## config.mk

```make
export PLATFORM = sky130hd
export DESIGN_NAME = recolector
export DESIGN_NICKNAME = d
export VERILOG_FILES = /design/src/rtl/recolector.sv
export SDC_FILE = /design/constraint.sdc
export NUM_CORES = 1
export LEC_CHECK = 0
export CAP_MARGIN = 25
export CORE_ASPECT_RATIO = 0.5
export CORE_MARGIN = 10
export CORE_UTILIZATION = 34
export CTS_CLUSTER_SIZE = 20
export DETAILED_ROUTE_END_ITERATION = 8
export GPL_TIMING_DRIVEN = 0
export SYNTH_ARGS = -nofsm -noshare
export SYNTH_HDL_FRONTEND = slang
export SYNTH_SLANG_ARGS = --single-unit
```

## constraint.sdc

```tcl
create_clock -name clk -period 2 [get_ports clk]
set_input_delay 0.3 -clock clk [delete_from_list [all_inputs] [get_ports clk]]
set_output_delay 0.3 -clock clk [all_outputs]
set_load 0.03 [all_outputs]
```

## src/rtl/recolector.sv

```systemverilog
// Round-robin collector: drains output FIFOs 4..7 one word at a time onto a
// valid/ready stream, and keeps a per-source word count.
//
// state | meaning
// IDLE  | wait for a non-empty FIFO, latch grant from round-robin pointer
// POP   | pop strobe high for the granted FIFO
// LOAD  | FIFO read data valid; captured into data_out on exit
// SEND  | valid_out high, hold word until ready_in
module recolector #(
   parameter int DATA_W = 10,
   parameter int CNT_W  = 8
) (
   input  logic              clk,
   input  logic              reset,
   input  logic [DATA_W-1:0] fifo4_out,
   input  logic [DATA_W-1:0] fifo5_out,
   input  logic [DATA_W-1:0] fifo6_out,
   input  logic [DATA_W-1:0] fifo7_out,
   input  logic              fifo4_empty,
   input  logic              fifo5_empty,
   input  logic              fifo6_empty,
   input  logic              fifo7_empty,
   output logic              pop4,
   output logic              pop5,
   output logic              pop6,
   output logic              pop7,
   output logic [DATA_W-1:0] data_out,
   output logic [1:0]        src_out,
   output logic              valid_out,
   input  logic              ready_in,
   input  logic [1:0]        cnt_sel,
   output logic [CNT_W-1:0]  cnt_q,
   input  logic              cnt_clr
);

   typedef enum logic [1:0] {
      S_IDLE,
      S_POP,
      S_LOAD,
      S_SEND
   } state_t;

   state_t            state_q;
   logic [1:0]        ptr_q;
   logic [1:0]        grant_q;
   logic [1:0]        grant_d;
   logic [1:0]        idx_d;
   logic [3:0]        pop_q;
   logic [DATA_W-1:0] data_q;
   logic [1:0]        src_q;
   logic              valid_q;
   logic [CNT_W-1:0]  cnt_arr_q [4];

   logic [3:0]        empty_vec;
   logic [DATA_W-1:0] fifo_data [4];

   assign empty_vec    = {fifo7_empty, fifo6_empty, fifo5_empty, fifo4_empty};
   assign fifo_data[0] = fifo4_out;
   assign fifo_data[1] = fifo5_out;
   assign fifo_data[2] = fifo6_out;
   assign fifo_data[3] = fifo7_out;

   // Scan from the farthest offset down so the nearest non-empty FIFO wins.
   always_comb begin
      grant_d = ptr_q;
      idx_d   = ptr_q;
      for (int i = 3; i >= 0; i--) begin
         idx_d = ptr_q + 2'(i);
         if (!empty_vec[idx_d]) grant_d = idx_d;
      end
   end

   always_ff @(posedge clk) begin
      if (!reset) begin
         state_q <= S_IDLE;
         ptr_q   <= '0;
         grant_q <= '0;
         pop_q   <= '0;
         data_q  <= '0;
         src_q   <= '0;
         valid_q <= 1'b0;
         for (int k = 0; k < 4; k++) cnt_arr_q[k] <= '0;
      end else begin
         pop_q <= '0;
         case (state_q)
            S_IDLE: begin
               if (!(&empty_vec)) begin
                  grant_q         <= grant_d;
                  pop_q[grant_d]  <= 1'b1;
                  state_q         <= S_POP;
               end
            end
            S_POP: begin
               state_q <= S_LOAD;
            end
            S_LOAD: begin
               data_q  <= fifo_data[grant_q];
               src_q   <= grant_q;
               valid_q <= 1'b1;
               state_q <= S_SEND;
            end
            S_SEND: begin
               if (ready_in) begin
                  valid_q            <= 1'b0;
                  ptr_q              <= grant_q + 2'd1;
                  cnt_arr_q[grant_q] <= cnt_arr_q[grant_q] + CNT_W'(1);
                  state_q            <= S_IDLE;
               end
            end
            default: state_q <= S_IDLE;
         endcase
         // Clear is the last write so it overrides a same-cycle increment.
         if (cnt_clr) begin
            for (int k = 0; k < 4; k++) cnt_arr_q[k] <= '0;
         end
      end
   end

   assign pop4      = pop_q[0];
   assign pop5      = pop_q[1];
   assign pop6      = pop_q[2];
   assign pop7      = pop_q[3];
   assign data_out  = data_q;
   assign src_out   = src_q;
   assign valid_out = valid_q;
   assign cnt_q     = cnt_arr_q[cnt_sel];

endmodule

```

# Yosys cells after proc, flatten, opt, wreduce, memory -nomap -nowiden
# Memory sizes are Yosys's and may differ from the RTL's. A register that Yosys moved wholly into a read port is not among the register bits.
# Cells that the tools add are included.
dict set report word_totals {
  ff_bits 23
  mem_bits_rw 32
  input_bits 50
  output_inout_bits 25
  elab_cells 98
  n_memories 1
}
dict set report op_classes {
  add_sub_neg 5
  n_lt_le_gt_ge 7
  eq_ne 9
  muxes 39
  bitwise 20
  n_reduce_logical 10
}
# name words word_bits read_ports rd_ports_with_merged_regs wr line_no
set mem_list {}
lappend mem_list {cnt_arr_q 4 8 2 1 4 52} ;# logic [CNT_W-1:0] cnt_arr_q [4];
# operator count
set op_table {}
lappend op_table {{8-bit 2-to-1 mux} 5}
lappend op_table {{10-bit binary-select mux with 2-bit select} 1}
lappend op_table {{10-bit 2-to-1 mux} 2}
lappend op_table {{2-bit 2-to-1 mux} 9}
lappend op_table {{2-bit by 3-bit < comparator with 1-bit output (second input constant)} 5}
lappend op_table {{1-bit 2-to-1 mux} 15}
lappend op_table {{2-bit == test (second input constant)} 6}
lappend op_table {{8-bit by 1-bit adder with 8-bit output (second input constant)} 1}
lappend op_table {{1-bit bitwise AND} 8}
lappend op_table {{1-bit binary-select mux with 2-bit select} 4}
lappend op_table {{2-bit one-hot mux with 4 select lines} 1}
lappend op_table {{2-bit AND reduction} 4}
lappend op_table {{8-bit OR reduction} 1}
lappend op_table {{1-bit NOT} 7}
lappend op_table {{2-bit by 1-bit adder with 2-bit output (second input constant)} 2}
lappend op_table {{2-bit adder (second input constant)} 2}
lappend op_table {{2-bit != test (second input constant)} 2}
lappend op_table {{1-bit OR} 4}
lappend op_table {{4-bit AND reduction} 1}
lappend op_table {{3-bit greater-or-equal comparator (second input constant)} 1}
lappend op_table {{2-bit NOT with 3-bit output} 1}
lappend op_table {{3-bit OR reduction} 1}
lappend op_table {{1-bit demux with 2-bit select} 1}
lappend op_table {{2-bit by 1-bit == test with 1-bit output (second input constant)} 1}
lappend op_table {{5 further kinds} 5}

# Longest topological paths before layout
# Gate-level depths: netlist of run 1.
dict set report depth {
  depth_word 11
  depth_mapped 6
  depth_no_buf 6
}

# Worst setup path after synthesis of run 1
# No wires, ideal clock.
dict set report synth_timing {
  kind {reg2reg}
  start {register (tool-made name)}
  end {memory cnt_arr_q[0][4], data pin}
  setup_time_ps 262
  arrival_ps 1686
  required_ps 1738
  slack_ps 52
  stages_incl_launch_ff 7
  n_path_buf 1
  period_less_slack_ps 1948
  cell_sequence {dfxtp_1 buf_6 mux4_1 ha_1 nand3_1 xor2_1 nor2_1}
}
# element line_no
set synth_lines {}
lappend synth_lines {{to (decl)} 52}

==> run metrics, run 1 <==
fmax=0.517 GHz; Placement Cell Area=between 3000 and 4000 um^2; most common cell after layout, fill and taps aside=clkdlybuf4s50_1; crit path cell chain=buf_6 > mux4_2 > ha_2 > nand3_1 > xor2_2 > nor2_1; global route overflow=0; Post-DP HPWL=around 5.8 mm; Setup-failing EPs final=0; final cycle utilization of the critical path=0.966; Mapped Nets=297; First-pass DRT Iterations=6; TritonCTS clock tree=built; Main synth FF type=edfxtp_1; Iter 0 DRT Violations=146; met3 Use GR=0.0448; IO Count=75; vias in the first global route=about 2,400; Pleak=1.57 nW; CP Capture Type=register; DRC=0; Max Cap Viol=0; GRT met1 Usage=0.138; DR vias=2,267; syn_area_per_cell=12.5 um^2; Core Region=8260 um^2; mean routed wirelength per cell=18.1 um; die footprint=13,100 um^2; num rows=23; post-synthesis cell area=2970 um^2; clk slew on worst S/H paths=around 0.06 ns; Finished Core Util=0.512; commonest non-fill, non-tap cells in the layout=clkdlybuf4s50_1 (64), nor2_1 (38), edfxtp_1 (32); CP Max Fanout=7; Power Dens Cells=around 950 nW/um^2; crit path launch type=register; Starting Density=0.360; area delta synth->final=42.3%; clock buffer depth=2; Worst slew margin=0.596; Synth Area in Compound Gates=0.0682; busiest grt layer=met2; first-pass GRT wire length=12.5 mm; CTS buffer count=9; Setup WS post-layout=0.0672 ns; main combinational cell family by area after synthesis=multiplexers; clock root cell=clkbuf_16; largest net degree at the start of global routing=12; placer congestion estimate=0.801; fin. max-slew vios=0; status=finished clean; Final min period=around 1.9 ns; overall power=4.01 mW; H-tree depth=3; Worst Path Arrival=2.01 ns; Final Cell Area=4230 um^2; Post-Synthesis Cells=238; vias per std cell=5.11; clk_lat worst skew=0.33 ns; Post-synth EDFFs=32; met2 Track Usage GR=0.207; clk sinks=57; WP data required=about 2.1 ns; Synth Area in Adders=0.0379; DP Worst Slack=-0.691 ns; Netlist cell types=38; post-synthesis mux area share=0.245; Hold Vio Cnt, Final=0; layout cells sized above 1=0.217; xor and xnor area share after synthesis=0.00885; worst-margin pin slew=just over 0.6 ns; CTS Hold Bufs=0; Yosys warning count=0; Worst Hold Class=reg2reg; Post-Synth Simple-Gate Area=0.120; crit-path max cell delay=0.55 ns; initial antenna violation count=0; Detail Route Antenna Nets=0; #FFs+latches synth=57; ANT cells=0; Die Y=86.1 um; kind of critical path=reg2reg; VDD IR max=0.503 mV; Synth async-reset ratio=0; Final Skew=between 0.005 and 0.006 ns; DRT Wirelength=about 8.0 mm; sequential share of the synthesized area=0.492; Final Net Count=386; IO Port Bufs=72; cell with the largest stage delay on the worst path=mux4_2; die width=152 um; GR Util All Layers=0.121
==> worst max-delay path, delay by kind of cell (launching register included) <==
| kind | cells | cell delay (ns) |
|---|---|---|
| multiplexers | 1 | 0.55 |
| flip-flops | 1 | 0.32 |
| adder cells (fa/ha/maj) | 1 | 0.25 |
| XOR/XNOR | 1 | 0.21 |
| AND/OR/NAND/NOR | 2 | 0.19 |
| buffers and inverters | 1 | 0.15 |
==> final timing paths <==
path | start | end | slack, ns | cells after the start
worst max-delay path | register | cnt_arr_q[0][4] | 0.07 | 6
worst min register to register | data_out[8] | data_out[8] | 0.49 | 2
worst min-delay path | data_out[8] | data_out[8] | 0.49 | 2
worst max register to register | register | cnt_arr_q[0][4] | 0.07 | 6
==> synthesized netlist by cell type (3+ instances only) <==
library cell / number / area (um^2)
o21ai_0: 4 / 20.0
mux2i_1: 13 / 130
a21oi_1: 19 / 95.1
ha_1: 9 / 113
mux4_2: 23 / 518
edfxtp_1: 32 / 961
clkbuf_1: 4 / 15.0
and3_1: 4 / 25.0
or3_4: 3 / 33.8
nand3_1: 5 / 25.0
nor3_1: 5 / 25.0
buf_2: 3 / 15.0
inv_1: 8 / 30.0
nand2_1: 15 / 56.3
nor2_1: 39 / 146
mux4_1: 3 / 78.8
dfxtp_1: 25 / 500
==> flip-flops by register name, indices dropped and copies added, names as in the netlist, named ones only <==
register / flops
ptr_q: 2
data_out: 10
cnt_arr_q: 32
valid_out: 1
state_q: 2
grant_q: 2
src_out: 2
pop_q: 4
==> what timing repair did <==
| item | CTS | global route |
|---|---|---|
| buffers inserted | 1 | 5 |
| gates resized for setup | 23 | 12 |
| setup endpoints to repair | 60 | 52 |
| pin swaps | 1 | 2 |
==> final cells by class <==
| cell class | instances | area, um^2 |
|---|---|---|
| Clock buffer | 9 | 225 |
| Buffer | 11 | 61.3 |
| Sequential cell | 57 | 1460 |
| Inverter | 8 | 30.0 |
| Tap cell | 112 | 140 |
| Timing Repair Buffer | 78 | 756 |
| Fill cell | 728 | 4030 |
| Clock inverter | 7 | 46.3 |
| Multi-Input combinational cell | 162 | 1510 |
==> per-layer routing <==
layer / part of all wire / up-vias
met3: 0.059 / 8
met1: 0.42 / 1119
li1: - / 1075
met4: 0.010 / 0
met5: 0 / -
met2: 0.51 / 65
==> report_power, final <==
group	switching, mW	leakage [nW]	internal (mW)
Clock	0.552	0.128	0.833
Sequential	0.0745	0.560	1.36
Combinational	0.621	0.886	0.565
Total	1.25	1.57	2.76
==> cell families (layout without fill, tap and decap cells) <==
logic type,Yosys count,count (layout)
adders and majority gates,9,9
xor gates and xnor gates,3,3
DFF,57,57
AOI/OAI and AO/OA,34,34
and+or+nand+nor,77,77
buffers and inverters,19,113
muxes,39,39
==> through the flow <==
step	instances	hold slack, ns	TNS [ns]
CTS	439	0.495	-1.84
floorplan	238	0.460	0
global route	444	0.521	-0.00652
detailed placement	422	0.482	-30.00
global placement	422	0.476	-29.27
finish	444	0.489	0
No activity file was read; power rests on OpenSTA's default activity.
==> inputs of run 2 (changes only) <==
--- a/config.mk
+++ b/config.mk
@@ -5,6 +5,7 @@
 export SDC_FILE = /design/constraint.sdc
 export NUM_CORES = 1
 export LEC_CHECK = 0
+export ABC_CLOCK_PERIOD_IN_PS = 2000
 export CAP_MARGIN = 25
 export CORE_ASPECT_RATIO = 0.5
 export CORE_MARGIN = 10
==> results of run 2 <==
The final DEF is identical to that of run 1; final timing and power are the same.
==> inputs of run 3 (changes only) <==
--- a/config.mk
+++ b/config.mk
@@ -13,6 +13,7 @@
 export CTS_CLUSTER_SIZE = 20
 export DETAILED_ROUTE_END_ITERATION = 8
 export GPL_TIMING_DRIVEN = 0
+export REMOVE_ABC_BUFFERS = 1
 export SYNTH_ARGS = -nofsm -noshare
 export SYNTH_HDL_FRONTEND = slang
 export SYNTH_SLANG_ARGS = --single-unit
==> run 3 against run 2 <==
- combinational power down 8%
- non-clock buffer count shrank 8
- routed wire length is 2.6% lower
- sequential share of layout area increased by 0.097 points
==> run metrics, run 3 (same netlist as run 1, synthesis figures left out) <==
status=finished clean; cell with the largest stage delay on the worst path=clkdlybuf4s50_1; first-pass GRT wire length=12.3 mm; crit path cell chain=clkdlybuf4s50_1 > clkinvlp_4 > buf_4 > nor2_2 > nand2_4; fmax=0.518 GHz; Power Dens Cells=around 990 nW/um^2; CTS Hold Bufs=0; clk_lat worst skew=approximately 0.33 ns; H-tree depth=3; clock root cell=clkbuf_16; Hold Vio Cnt, Final=0; mean routed wirelength per cell=17.9 um; VDD IR max=0.467 mV; IO Count=75; WHS=0.493 ns; fin. max-slew vios=0; Detail Route Antenna Nets=0; WP data required=roughly 2.0 ns; worst reg-to-reg setup slack=0.09 ns; Final Net Count=379; Pleak=1.58 nW; First-pass DRT Iterations=4; Max Cap Viol=0; register share of total power=0.357; CP Capture Type=register; Die Y=86.1 um; GR Util All Layers=0.119; vias in the first global route=2,300; Worst Path Arrival=1.96 ns; combinational power share=0.262; setup TNS=0 ns; kind of critical path=in2reg; crit path launch type=input pin; Setup WS post-layout=roughly 0.069 ns; Placement Cell Area=3800 um^2; Final min period=1.93 ns; Worst Hold Class=reg2reg; Post-DP HPWL=about 5.6 mm; initial antenna violation count=0; DR vias=2,236; overall power=roughly 4.2 mW; commonest non-fill, non-tap cells in the layout=clkdlybuf4s50_1 (64), nor2_1 (38), edfxtp_1 (32); Buf/Inv on CP=3; crit-path max cell delay=0.61 ns; Worst slew margin=0.458; Starting Density=0.360; Reg with most FFs=cnt_arr_q; clk slew on worst S/H paths=0.05 ns; area delta synth->final=42.5%; layout cells sized above 1=0.206; global route overflow=0; num rows=23; CP Max Fanout=10; Final Cell Area=4230 um^2; Core Region=8260 um^2; die footprint=~13,000 um^2; Clock Power Share=0.381; most common cell after layout, fill and taps aside=clkdlybuf4s50_1; TritonCTS clock tree=built; DP Worst Slack=-0.995 ns; Finished Core Util=0.513; largest net degree at the start of global routing=17; Final Skew=roughly 0.0064 ns; DRC=0; ANT cells=0; Iter 0 DRT Violations=183; DRT Wirelength=7.81 mm; Net Sw Power=1.19 mW; internal power=roughly 3.0 mW; Largest register FFs=32; switching power share of the total=0.284; Layout Cells excl Fill=437; dpl cells=around 410; IO Port Bufs=74; delay-heaviest family, CP=buffers and inverters; CTS buffer count=9; die width=152 um; clk sinks=57; Setup-failing EPs final=0; final cycle utilization of the critical path=0.965; worst-margin pin slew=approximately 0.81 ns; vias per std cell=5.12; RSZ-0062 raised after global routing=true; placer congestion estimate=0.813; clock buffer depth=2
==> run 3: cell types whose count changed in the layout (fill, tap and decap cells not counted), moves of 2 or more <==
cell,before,now
dfxtp_1,25,22
buf_2,3,1
bufinv_16,0,2
clkbuf_1,3,1
clkinvlp_4,3,1
dfxtp_2,0,2
==> run 3: power by group through the flow <==
stage                     registers, mW  logic, mW  clock network (mW)
after floorplan                    1.60      0.568                   0
after global placement             1.51       1.04                   0
after detailed placement           1.52       1.06                   0
after CTS                          1.50       1.07                1.62
after global routing               1.52       1.20                1.68
final                              1.49       1.09                1.59
==> run 3: path summary, 6_finish.rpt <==
kind / end / cells after the start / startpoint
worst max register to register: cnt_arr_q[1][2] / 4 / register
worst min-delay path: data_out[4] / 2 / data_out[4]
worst min register to register: data_out[4] / 2 / data_out[4]
worst max-delay path: cnt_arr_q[2][0] / 5 / reset
==> run 3: worst reg2reg max path: stages, from the launching register on <==
cell     delay, ns
dfxtp_4       0.40
mux4_2        0.56
ha_1          0.27
xnor2_1       0.35
nor2_1        0.08
==> run 3: final cells by class <==
cell class,count,area [um^2]
clock buffers,10,229
clock inverters,6,82.6
fillers,714,4030
inverters,8,33.8
multi-input cells,162,1500
flip-flops and latches,57,1470
well taps,112,140
repair buffers,81,777
repair inverters,1,5.00
==> run 3: per-layer routing <==
| layer | GRT usage | vias to the layer above | part of all wire |
|---|---|---|---|
| met3 | 0.0488 | 12 | 0.059 |
| met1 | 0.132 | 1103 | 0.42 |
| met4 | 0.0504 | 0 | 0.018 |
| met2 | 0.202 | 58 | 0.51 |
| li1 | - | 1063 | - |
| met5 | 0 | - | 0 |
==> run 3: timing repair <==
item	CTS	global route
buffers inserted	2	5
setup endpoints to repair	72	41
gates resized for setup	33	7
pin swaps	0	2
cloned	1	0
